$ cat config.mk
export PLATFORM = sky130hd
export DESIGN_NAME = mbe_r8_pp_generator
export DESIGN_NICKNAME = d
export VERILOG_FILES = /design/src/rtl/mbe_r8_pp_generator.sv
export SDC_FILE = /design/constraint.sdc
export NUM_CORES = 1
export LEC_CHECK = 0
export ABC_AREA = 1
export CAP_MARGIN = 20
export CORE_ASPECT_RATIO = 0.8
export CORE_MARGIN = 2
export CORE_UTILIZATION = 31
export CTS_CLUSTER_DIAMETER = 100
export DETAILED_ROUTE_END_ITERATION = 6
export GPL_TIMING_DRIVEN = 0
export PLACE_DENSITY = 0.53
export SYNTH_ARGS = -nofsm -noshare
export SYNTH_HDL_FRONTEND = slang
export SYNTH_SLANG_ARGS = --single-unit
$ cat constraint.sdc
create_clock -name clk -period 8.3 [get_ports clk]
set_clock_uncertainty 0.2 [all_clocks]
set_input_delay 0.83 -clock clk [delete_from_list [all_inputs] [get_ports clk]]
set_output_delay 0.83 -clock clk [all_outputs]
set_load 0.1 [all_outputs]
$ cat src/rtl/mbe_r8_pp_generator.sv
// mbe_r8_pp_generator
//   Radix-8 modified-Booth partial-product generator for a 24x24 multiplier.
//   Stage 1 registers the sign/zero-extended operands and the hard multiple 3A;
//   stage 2 Booth-selects and negates each of the 9 rows into the output regs.
//   Latency 2 cycles; one op per cycle; valid/ready on both sides, holds when stalled.
// Ports:
//   clk, rst            clock, synchronous active-high reset
//   in_valid/in_ready   input handshake; in_a, in_b, in_tc, in_tag operand pair + sideband
//   out_valid/out_ready output handshake; pp_out[k] (weight 2^(3k)), out_tag
module mbe_r8_pp_generator #(
  parameter int TAG_W = 4
) (
  input  logic              clk,
  input  logic              rst,
  input  logic              in_valid,
  output logic              in_ready,
  input  logic [23:0]       in_a,
  input  logic [23:0]       in_b,
  input  logic              in_tc,
  input  logic [TAG_W-1:0]  in_tag,
  output logic              out_valid,
  input  logic              out_ready,
  output logic [8:0][31:0]  pp_out,
  output logic [TAG_W-1:0]  out_tag
);

  // Stage 1 registers
  logic              s1_v;
  logic [25:0]       s1_a;
  logic [26:0]       s1_a3;
  logic [26:0]       s1_b;
  logic              s1_tc;
  logic [TAG_W-1:0]  s1_tag;

  // Handshake / pipeline control
  logic in_fire;
  logic s2_load;

  assign in_ready = !s1_v || !out_valid || out_ready;
  assign in_fire  = in_valid && in_ready;
  assign s2_load  = s1_v && (!out_valid || out_ready);

  // Stage 1 datapath: operand extension and 3A
  logic [25:0] a_ext;
  logic [26:0] b_ext;
  logic [26:0] a3;

  always_comb begin
    a_ext = in_tc ? {{2{in_a[23]}}, in_a} : {2'b00, in_a};
    b_ext = in_tc ? {{3{in_b[23]}}, in_b} : {3'b000, in_b};
    a3    = {a_ext[25], a_ext} + {a_ext, 1'b0};
  end

  // Booth digit select for one row. bits = {b[3k+2], b[3k+1], b[3k], b[3k-1]}.
  // The digit is formed mod 16 so the 4-bit result reads as a signed value in [-4,4].
  function automatic logic [31:0] booth_row(
    input logic [3:0]  bits,
    input logic [31:0] m1,
    input logic [31:0] m2,
    input logic [31:0] m3,
    input logic [31:0] m4
  );
    logic [3:0]  d;
    logic [31:0] mag;
    logic        neg;
    d = {2'b00, bits[2], 1'b0} + {3'b000, bits[1]} + {3'b000, bits[0]}
        - {1'b0, bits[3], 2'b00};
    mag = '0;
    neg = 1'b0;
    case (d)
      4'd1:    mag = m1;
      4'd2:    mag = m2;
      4'd3:    mag = m3;
      4'd4:    mag = m4;
      4'hF:    begin mag = m1; neg = 1'b1; end
      4'hE:    begin mag = m2; neg = 1'b1; end
      4'hD:    begin mag = m3; neg = 1'b1; end
      4'hC:    begin mag = m4; neg = 1'b1; end
      default: mag = '0;
    endcase
    // Full two's-complement negation kept inside the row (no separate correction bit).
    return neg ? (~mag + 32'd1) : mag;
  endfunction

  // Stage 2 datapath
  logic [31:0]      m1, m2, m3, m4;
  logic [27:0]      bx;
  logic [8:0][31:0] pp_next;

  always_comb begin
    m1 = {{6{s1_a[25]}}, s1_a};
    m2 = {m1[30:0], 1'b0};
    m4 = {m1[29:0], 2'b00};
    m3 = {{5{s1_a3[26]}}, s1_a3};
    bx = {s1_b, 1'b0};          // append the implicit b[-1] = 0
    pp_next = '0;
    for (int k = 0; k < 9; k++) begin
      pp_next[k] = booth_row(bx[3*k+3 -: 4], m1, m2, m3, m4);
    end
    // In signed mode the top digit sees only copies of the sign bit, so it is zero.
    if (s1_tc) begin
      pp_next[8] = '0;
    end
  end

  always_ff @(posedge clk) begin
    if (rst) begin
      s1_v      <= 1'b0;
      s1_a      <= '0;
      s1_a3     <= '0;
      s1_b      <= '0;
      s1_tc     <= 1'b0;
      s1_tag    <= '0;
      out_valid <= 1'b0;
      pp_out    <= '0;
      out_tag   <= '0;
    end else begin
      if (in_fire) begin
        s1_a   <= a_ext;
        s1_a3  <= a3;
        s1_b   <= b_ext;
        s1_tc  <= in_tc;
        s1_tag <= in_tag;
      end
      if (in_fire) begin
        s1_v <= 1'b1;
      end else if (s2_load) begin
        s1_v <= 1'b0;
      end

      if (s2_load) begin
        pp_out    <= pp_next;
        out_tag   <= s1_tag;
        out_valid <= 1'b1;
      end else if (out_ready) begin
        out_valid <= 1'b0;
      end
    end
  end

endmodule

# ---- After elaboration in Yosys (flattened, before gate mapping)
# Cells that the tools add are included.
dict set report totals {
  out_inout_bits 294
  in_bits 57
  elab_cells 222
  register_bits 379
}
dict set report classes {
  reduce_logical 54
  addsub 36
  muxes 34
  bitwise_logic 9
  eq_ne 72
}
# op count
set ops {}
lappend ops {{32-bit one-hot mux with 4 select lines} 9}
lappend ops {{32-bit 2-to-1 mux} 10}
lappend ops {{32-bit by 1-bit adder with 32-bit output (second input constant)} 9}
lappend ops {{32-bit inverter} 9}
lappend ops {{4-bit equality test (second input constant)} 36}
lappend ops {{4-bit by 2-bit equality test with 1-bit output (second input constant)} 18}
lappend ops {{2-bit OR reduction} 36}
lappend ops {{4-bit by 1-bit equality test with 1-bit output (second input constant)} 9}
lappend ops {{4-bit by 3-bit equality test with 1-bit output (second input constant)} 9}
lappend ops {{4-bit OR reduction} 9}
lappend ops {{3-bit by 1-bit adder with 4-bit output} 8}
lappend ops {{4-bit by 3-bit subtractor with 4-bit output} 8}
lappend ops {{2-bit by 1-bit adder with 3-bit output} 9}
lappend ops {{27-bit adder} 1}
lappend ops {{27-bit 2-to-1 mux} 1}
lappend ops {{26-bit 2-to-1 mux} 1}
lappend ops {{1-bit 2-to-1 mux} 13}
lappend ops {{2-bit nonzero test} 2}
lappend ops {{3-bit by 3-bit subtractor with 4-bit output} 1}
lappend ops {{1-bit logical OR} 3}
lappend ops {{1-bit logical AND} 2}
lappend ops {{1-bit zero test} 2}

# ---- Longest topological paths before layout
# Gate-level depths: netlist of run 1.
dict set report depth {
  depth_word 10
  ltp_mapped 23
  depth_no_buf 22
}

# ---- Least setup slack after synthesis of run 1
# Ideal clock, no wire load.
dict set report synth_timing {
  kind {register to register}
  startpoint {register s1_b[19]}
  endpoint {register pp_out[200] in the netlist's numbering}
  period_less_slack_ns 2.953
  setup_time_ns 0.116
  slack_ns 5.347
  n_path_buf 0
  path_stages_with_launch 17
  arrival_time_ns 2.637
  required_time_ns 7.984
  cell_sequence {dfxtp_1 > inv_1 > ha_1 > xnor2_2 > nand2_1 > nand2_1 > inv_1 > nor3_1 > inv_1 > ha_1 > nand3_1 > o21ai_1 > o21ai_1 > xor2_1 > nand2_1 > o211ai_1 > inv_2}
}
dict set report synth_between {
  elab_chain_len 9
  word_cells_on_any_way 21
  cone_classes {add/sub (4); eq/ne (8); mux (3); bitwise (1); reduce/logical (5)}
}
# element line_no
set synth_lines {}
lappend synth_lines {{start, declared} 31} ;# logic [26:0] s1_b;
lappend synth_lines {{start signal, assigned} 121} ;# s1_b <= b_ext;
lappend synth_lines {{2-bit by 1-bit adder with 3-bit output *} 66} ;# d = {2'b00, bits[2], 1'b0} + {3'b000, bits[1]} + {3'b000, bits[0]}
lappend synth_lines {{3-bit by 1-bit adder with 4-bit output *} 66}
lappend synth_lines {{4-bit by 3-bit subtractor with 4-bit output *} 67} ;# - {1'b0, bits[3], 2'b00};
lappend synth_lines {{4-bit equality test, or another cell as far along} 70} ;# case (d)
lappend synth_lines {{2-bit OR reduction (no line)} --}
lappend synth_lines {{32-bit one-hot mux with 4 select lines} 70}
lappend synth_lines {{32-bit inverter} 82} ;# return neg ? (~mag + 32'd1) : mag;
lappend synth_lines {{32-bit by 1-bit adder with 32-bit output} 82}
lappend synth_lines {{32-bit 2-to-1 mux *} 82}
lappend synth_lines {{end signal, assigned} 132} ;# pp_out <= pp_next;
lappend synth_lines {{end, declared} 23} ;# output logic [8:0][31:0] pp_out,
# Every way passes the cells marked *; elsewhere a longest branch is shown, timed or not.
# A chain may end at the register's enable or synchronous reset.

# ---- Worst setup path in the final report of run 1
dict set report layout_timing {
  startpoint {register s1_a[10]}
  endpoint {register pp_out[285] in the netlist's numbering}
}
dict set report layout_between {
  elab_chain_len 5
}
# element line_no
set layout_lines {}
lappend layout_lines {{start, declared} 29} ;# logic [25:0] s1_a;
lappend layout_lines {{start signal, assigned} 119} ;# s1_a <= a_ext;
lappend layout_lines {{32-bit one-hot mux with 4 select lines} 70}
lappend layout_lines {{32-bit inverter} 82}
lappend layout_lines {{32-bit by 1-bit adder with 32-bit output} 82}
lappend layout_lines {{32-bit 2-to-1 mux} 82}
lappend layout_lines {{32-bit 2-to-1 mux} 101} ;# if (s1_tc) begin
# Every way passes these cells.

==> results of run 1 <==
-- path summary, 6_finish.rpt --
kind                    start           to  slack, ns  cells past startpoint
setup reg to reg     s1_a[10]  pp_out[285]       4.04                     12
hold / removal    pp_out[286]  pp_out[286]       0.26                      2
hold reg to reg   pp_out[286]  pp_out[286]       0.26                      2
setup / recovery     s1_a[10]  pp_out[285]       4.04                     12
-- state kept, by name, indices dropped and copies added (netlist names) --
register / cells
s1_a: 25
pp_out: 288
out_tag: 4
s1_v: 1
s1_a3: 25
s1_tag: 4
s1_tc: 1
s1_b: 25
out_valid: 1
-- cell type report --
type | count | area share, %
Tap cell | 1224 | 4.16
Clock inverter | 31 | 1.05
Buffer | 283 | 3.74
Antenna cell | 5 | 0.0340
Inverter | 432 | 4.42
Clock buffer | 53 | 3.28
Multi-Input combinational cell | 3957 | 51.2
Timing Repair Buffer | 400 | 11.7
Sequential cell | 374 | 20.3
-- through the flow --
step                      hold slack [ns]  utilization [%]  setup WS, ns  total power [mW]
after floorplan                     0.251                -          5.35              4.70
after global placement              0.253             36.8          2.77              5.81
after detailed placement            0.254             37.6          3.67              5.86
after CTS                           0.264             39.3          4.16              8.06
after global routing                0.285             39.4          3.99              8.49
final                               0.263             39.4          4.04              8.13
-- critical path: stages (launching register included) --
cell	delay (ns)
dfxtp_1	0.30
clkbuf_1	0.32
inv_1	0.29
clkbuf_1	0.94
o2111ai_1	0.31
nand2_1	0.21
nand2_1	0.09
nor2_1	0.19
nand2_1	0.08
nor2_1	0.21
nand3_1	0.15
o21ai_1	0.66
a21oi_1	0.13
-- Yosys cell counts, drive strengths merged (57+ instances only) --
cell type	n	area (µm²)
nand2	1812	7050
nor2	743	3100
o21ai	442	2290
inv	424	1600
dfxtp	374	7490
a21oi	312	1590
nand3	263	1490
clkbuf	178	668
buf	105	703
ha	70	876
xnor2	67	624
nand4	57	378
-- logic make-up (layout without fill, tap and decap cells) --
family	Yosys count	count (layout)	share of synthesized area [%]
compound gates	847	847	15.6
xor+xnor	119	119	3.68
fa+ha+maj	71	71	3.05
buf+inv	715	1199	10.2
flops	374	374	25.5
other cells	0	5	0
simple gates	2920	2920	41.9
-- per-layer routing --
metal	vias up	share of wire [%]
met3	332	11
met5	-	0
li1	16900	-
met2	2021	41
met4	0	4.3
met1	16800	44
-- power by group through the flow --
| stage | logic [mW] | registers [mW] | clock network, mW |
|---|---|---|---|
| after global placement | 3.74 | 2.07 | 0 |
| after floorplan | 1.88 | 2.82 | 0 |
| after global routing | 4.16 | 2.04 | 2.28 |
| final | 3.92 | 2.03 | 2.18 |
| after detailed placement | 3.80 | 2.07 | 0 |
| after CTS | 3.81 | 2.03 | 2.22 |
==> flow_summary_export.csv, run 1 <==
group,metric,value,unit
sta,final-setup-viol-count,0,
finish,multi_input_area,18900,µm²
route,vias,36000,
route,drt.antenna.violating_nets,0,
place,dp.cells,6663,
grt,grt-busiest-layer,"met2",
finish,synthToLayoutAreaGrowth,25.4,%
place,hpwl,125000,µm
sta,report.final.slew_viol_count,0,
clock_network,clockRootBuffer,"clkbuf_16",
setup_path,crit_required,8.57,ns
floorplanning,core,93500,µm²
synthesis,syn_avg_cell_area,5.82,µm²
grt,grt_max_degree,15,
power,clkPwrFrac,26.8,%
worst_hold_path,hp-class,"reg -> reg",
synthesis,yosysSeqAreaShare,25.5,%
grt,grt.met1_usage,45.0,%
power,ir_drop,0.181,mV
power,swShare,48.4,%
grt,grt_pass1_wl,228000,µm
place,placed_area,35100,µm²
sta,post-route-min-period,4.26,ns
sta,setup_tns,0,ns
synthesis,async_flop_share,0,%
power,p_sw,3.93,mW
floorplanning,core.rowCount,100,
clock_network,htreeDepth,2,
setup_path,crit_arrival,4.54,ns
power,comb_power_share,48.2,%
status,outcome,"finished clean",
synthesis,synth-edff-count,0,
route,drc,0,
floorplanning,die_area,97200,µm²
clock_network,cts_resized,0,
floorplanning,fp.dieH,279,µm
place,portBuffers,349,
grt,grt_pass1_vias,32400,
power,p_seq_share,25.0,%
synthesis,netlist_area,29400,µm²
clock_network,cts.sinks,374,
finish,final_common_cell,"nand2_1",
setup_path,cp_max_fo,10,
route,wl_per_cell,23.9,µm
clock_network,cts_tree,"built",
floorplanning,initial_core_util,31.4,%
floorplanning,io-pin-count,351,
synthesis,netlist_instances,5046,
finish,most-common-layout-cells,"nand2_1 (1735), nor2_1 (646), inv_1 (390)",
setup_path,crit_type,"reg -> reg",
sta,hold_viol_final,0,
route,drt_iter0_markers,4329,
finish,drive_gt1_share,8.72,%
synthesis,synth_cell_types,59,
sta,rsz0062_at_grt,"no",
power,total_leakage_power,17.7,nW
synthesis,synth_warnings,0,
clock_network,postCtsHoldBufs,0,
sta,fmax,0.235,GHz
sta,slew_headroom,8.67,%
sta,fin_crit_sh,51.4,%
synthesis,synth-seq-cells,374,
floorplanning,fp.dieW,348,µm
route,vias_per_cell,5.33,
setup_path,endpoint_kind,"flip-flop",
job,cap_violations,0,
finish,fillCellCount,10300,
grt,gr-total-overflow,0,
finish,num-nets-final,5621,
grt,use_met3,7.80,%
place,gp_congestion,1.01,
finish,design_area,36800,µm²
grt,antenna_found_initial,7,
synthesis,synthesis.nets,5174,
synthesis,synth_ff_type,"dfxtp_1",
finish,seqCellArea,7490,µm²
power,power.internal,4.20,mW
clock_network,cts_setup_buffers,0,
sta,worst_pin_slew,1.37,ns
finish,fin_cells,6759,
power,power.density,221,nW/µm²
clock_network,insertion_delay,0.64,ns
route,firstDrtPassIters,6,
setup_path,cp-start-kind,"flip-flop",
clock_network,clk_transition_reported_paths,0.06,ns
grt,grtUsageTotal,32.1,%
grt,grtUsageMet2,46.6,%
clock_network,numCtsBuffers,45,
clock_network,clock_tree.buffer_depth,3,
route,wl,162000,µm
Note: power is estimated with default switching activity, not from simulation.
==> inputs of run 2 (changes only) <==
Settings changed: PLACE_DENSITY 0.53 to 0.55.
Clock period 8.3 ns to 3.8 ns, I/O delays scaled along.
==> flow_summary_export.csv, run 2 (same netlist as run 1, synthesis figures left out) <==
group,metric,value,unit
floorplanning,initial_core_util,31.4,%
job,cap_violations,0,
floorplanning,io-pin-count,351,
setup_path,crit_required,4.08,ns
worst_hold_path,hp-class,"in -> reg",
finish,synthToLayoutAreaGrowth,25.3,%
sta,report.final.slew_viol_count,0,
grt,grt_max_degree,14,
setup_path,cp-start-kind,"flip-flop",
floorplanning,fp.dieW,348,µm
floorplanning,fp.dieH,279,µm
power,p_sw,8.53,mW
power,power.internal,8.98,mW
grt,gr-total-overflow,0,
sta,final-setup-viol-count,5,
clock_network,insertion_delay,0.65,ns
sta,slew_headroom,10.1,%
setup_path,cp_max_fo,10,
clock_network,clock_tree.buffer_depth,3,
finish,drive_gt1_share,8.85,%
status,outcome,"complete, but fails checks",
grt,grt_pass1_wl,225000,µm
finish,most-common-layout-cells,"nand2_1 (1734), nor2_1 (640), inv_1 (390)",
finish,final_common_cell,"nand2_1",
route,wl_per_cell,23.9,µm
grt,grtUsageTotal,31.8,%
sta,rsz0062_at_grt,"no",
finish,top_register,"pp_out",
sta,setup_ws,-0.0559,ns
route,wl,161000,µm
power,power.density,476,nW/µm²
power,ir_drop,0.347,mV
route,vias_per_cell,5.36,
floorplanning,core.rowCount,100,
clock_network,numCtsBuffers,45,
setup_path,crit_arrival,4.14,ns
floorplanning,die_area,97200,µm²
place,hpwl,123000,µm
finish,num-nets-final,5620,
power,comb_power_share,49.1,%
route,drt.antenna.violating_nets,0,
clock_network,htreeDepth,2,
power,swShare,48.7,%
clock_network,clockRootBuffer,"clkbuf_16",
power,clkPwrFrac,25.6,%
sta,hold_viol_final,0,
place,gp_congestion,1.03,
place,place_ws,-0.779,ns
setup_path,reg2reg_setup_slack,-0.06,ns
route,firstDrtPassIters,6,
power,total_leakage_power,17.7,nW
clock_network,clk_transition_reported_paths,0.06,ns
clock_network,cts.sinks,374,
grt,antenna_found_initial,6,
route,drt_iter0_markers,4898,
status,violations,"setup timing",
grt,grt_pass1_vias,31700,
sta,worst_pin_slew,1.35,ns
place,portBuffers,349,
finish,largest_register_ffs,288,
route,drc,0,
sta,fmax,0.259,GHz
clock_network,postCtsHoldBufs,0,
sta,post-route-min-period,3.86,ns
clock_network,cts_tree,"built",
floorplanning,core,93500,µm²
power,p_seq_share,25.3,%
power,power,17.5,mW
setup_path,endpoint_kind,"flip-flop",
sta,fin_crit_sh,101,%
route,vias,36200,
setup_path,crit_type,"reg -> reg",
==> run 2: changes by cell type in the layout (fill, tap and decap cells not counted), sizes merged <==
cell      previous run  this run
buf                156       155
bufinv               6         2
clkbuf             231       240
clkinv              20        17
clkinvlp             6         2
diode                5         4
inv                431       429
==> run 2: path summary, 6_finish.rpt <==
kind               from         end  cells past startpoint
max            s1_a[22]  pp_out[24]                     12
max reg2reg    s1_a[22]  pp_out[24]                     12
min            in_valid        s1_v                      3
min reg2reg  pp_out[94]  pp_out[94]                      2
==> run 2: power by group through the flow <==
stage                     Combinational (mW)  Sequential (mW)  Clock [mW]
final                                   8.60             4.43        4.48
after floorplan                         4.12             6.15           0
after CTS                               8.32             4.43        4.54
after detailed placement                8.29             4.51           0
after global routing                    9.10             4.46        4.70
after global placement                  8.16             4.51           0
==> run 2: cell type report <==
class	instances	area, µm²
plain buffers	282	1380
inverters	432	1630
fillers	10200	56700
repair buffers	400	4340
clock inverters	18	199
diodes	4	10.0
flip-flops and latches	374	7490
clock buffers	62	1290
multi-input cells	3957	18900
well taps	1224	1530
==> run 2: per-stage QoR <==
stage	util [%]	instances	hold slack (ns)	setup TNS (ns)	instance area, µm²
finish	39.3	6753	0.116	-0.139	36800
floorplan	-	5046	0.251	0	29400
global route	39.3	6749	0.158	0	36800
detailed placement	37.5	6660	0.257	-31.93	35100
global placement	36.8	6619	0.253	-79.15	34400
CTS	39.1	6740	0.112	0	36600
==> run 2: worst max-delay path, stage by stage, from the launching register on <==
cell	delay, ns
dfxtp_1	0.33
clkbuf_1	0.53
buf_6	0.27
buf_1	0.94
a22oi_1	0.16
nand2_1	0.20
nor2_1	0.07
nand3_1	0.11
nand2_1	0.08
nand3_1	0.12
nand2_1	0.06
nor2_1	0.54
nor2_1	0.07
==> run 2: layer usage <==
metal | global-route usage (%) | share of wire (%) | routed length, µm | vias to the layer above
met5 | 0.249 | 0.043 | 69 | -
met1 | 44.6 | 43 | 69300 | 16800
met3 | 9.51 | 13 | 20600 | 345
met4 | 12.7 | 4.5 | 7290 | 6
met2 | 45.0 | 40 | 64000 | 2088
li1 | - | - | - | 16900
==> run 2: repair_timing <==
item                                   CTS  global route
endpoints found under the hold margin    0             0
resized for setup                        5            16
pin swaps                                0             1
buffers inserted                         0             1
setup endpoints to repair               15            46
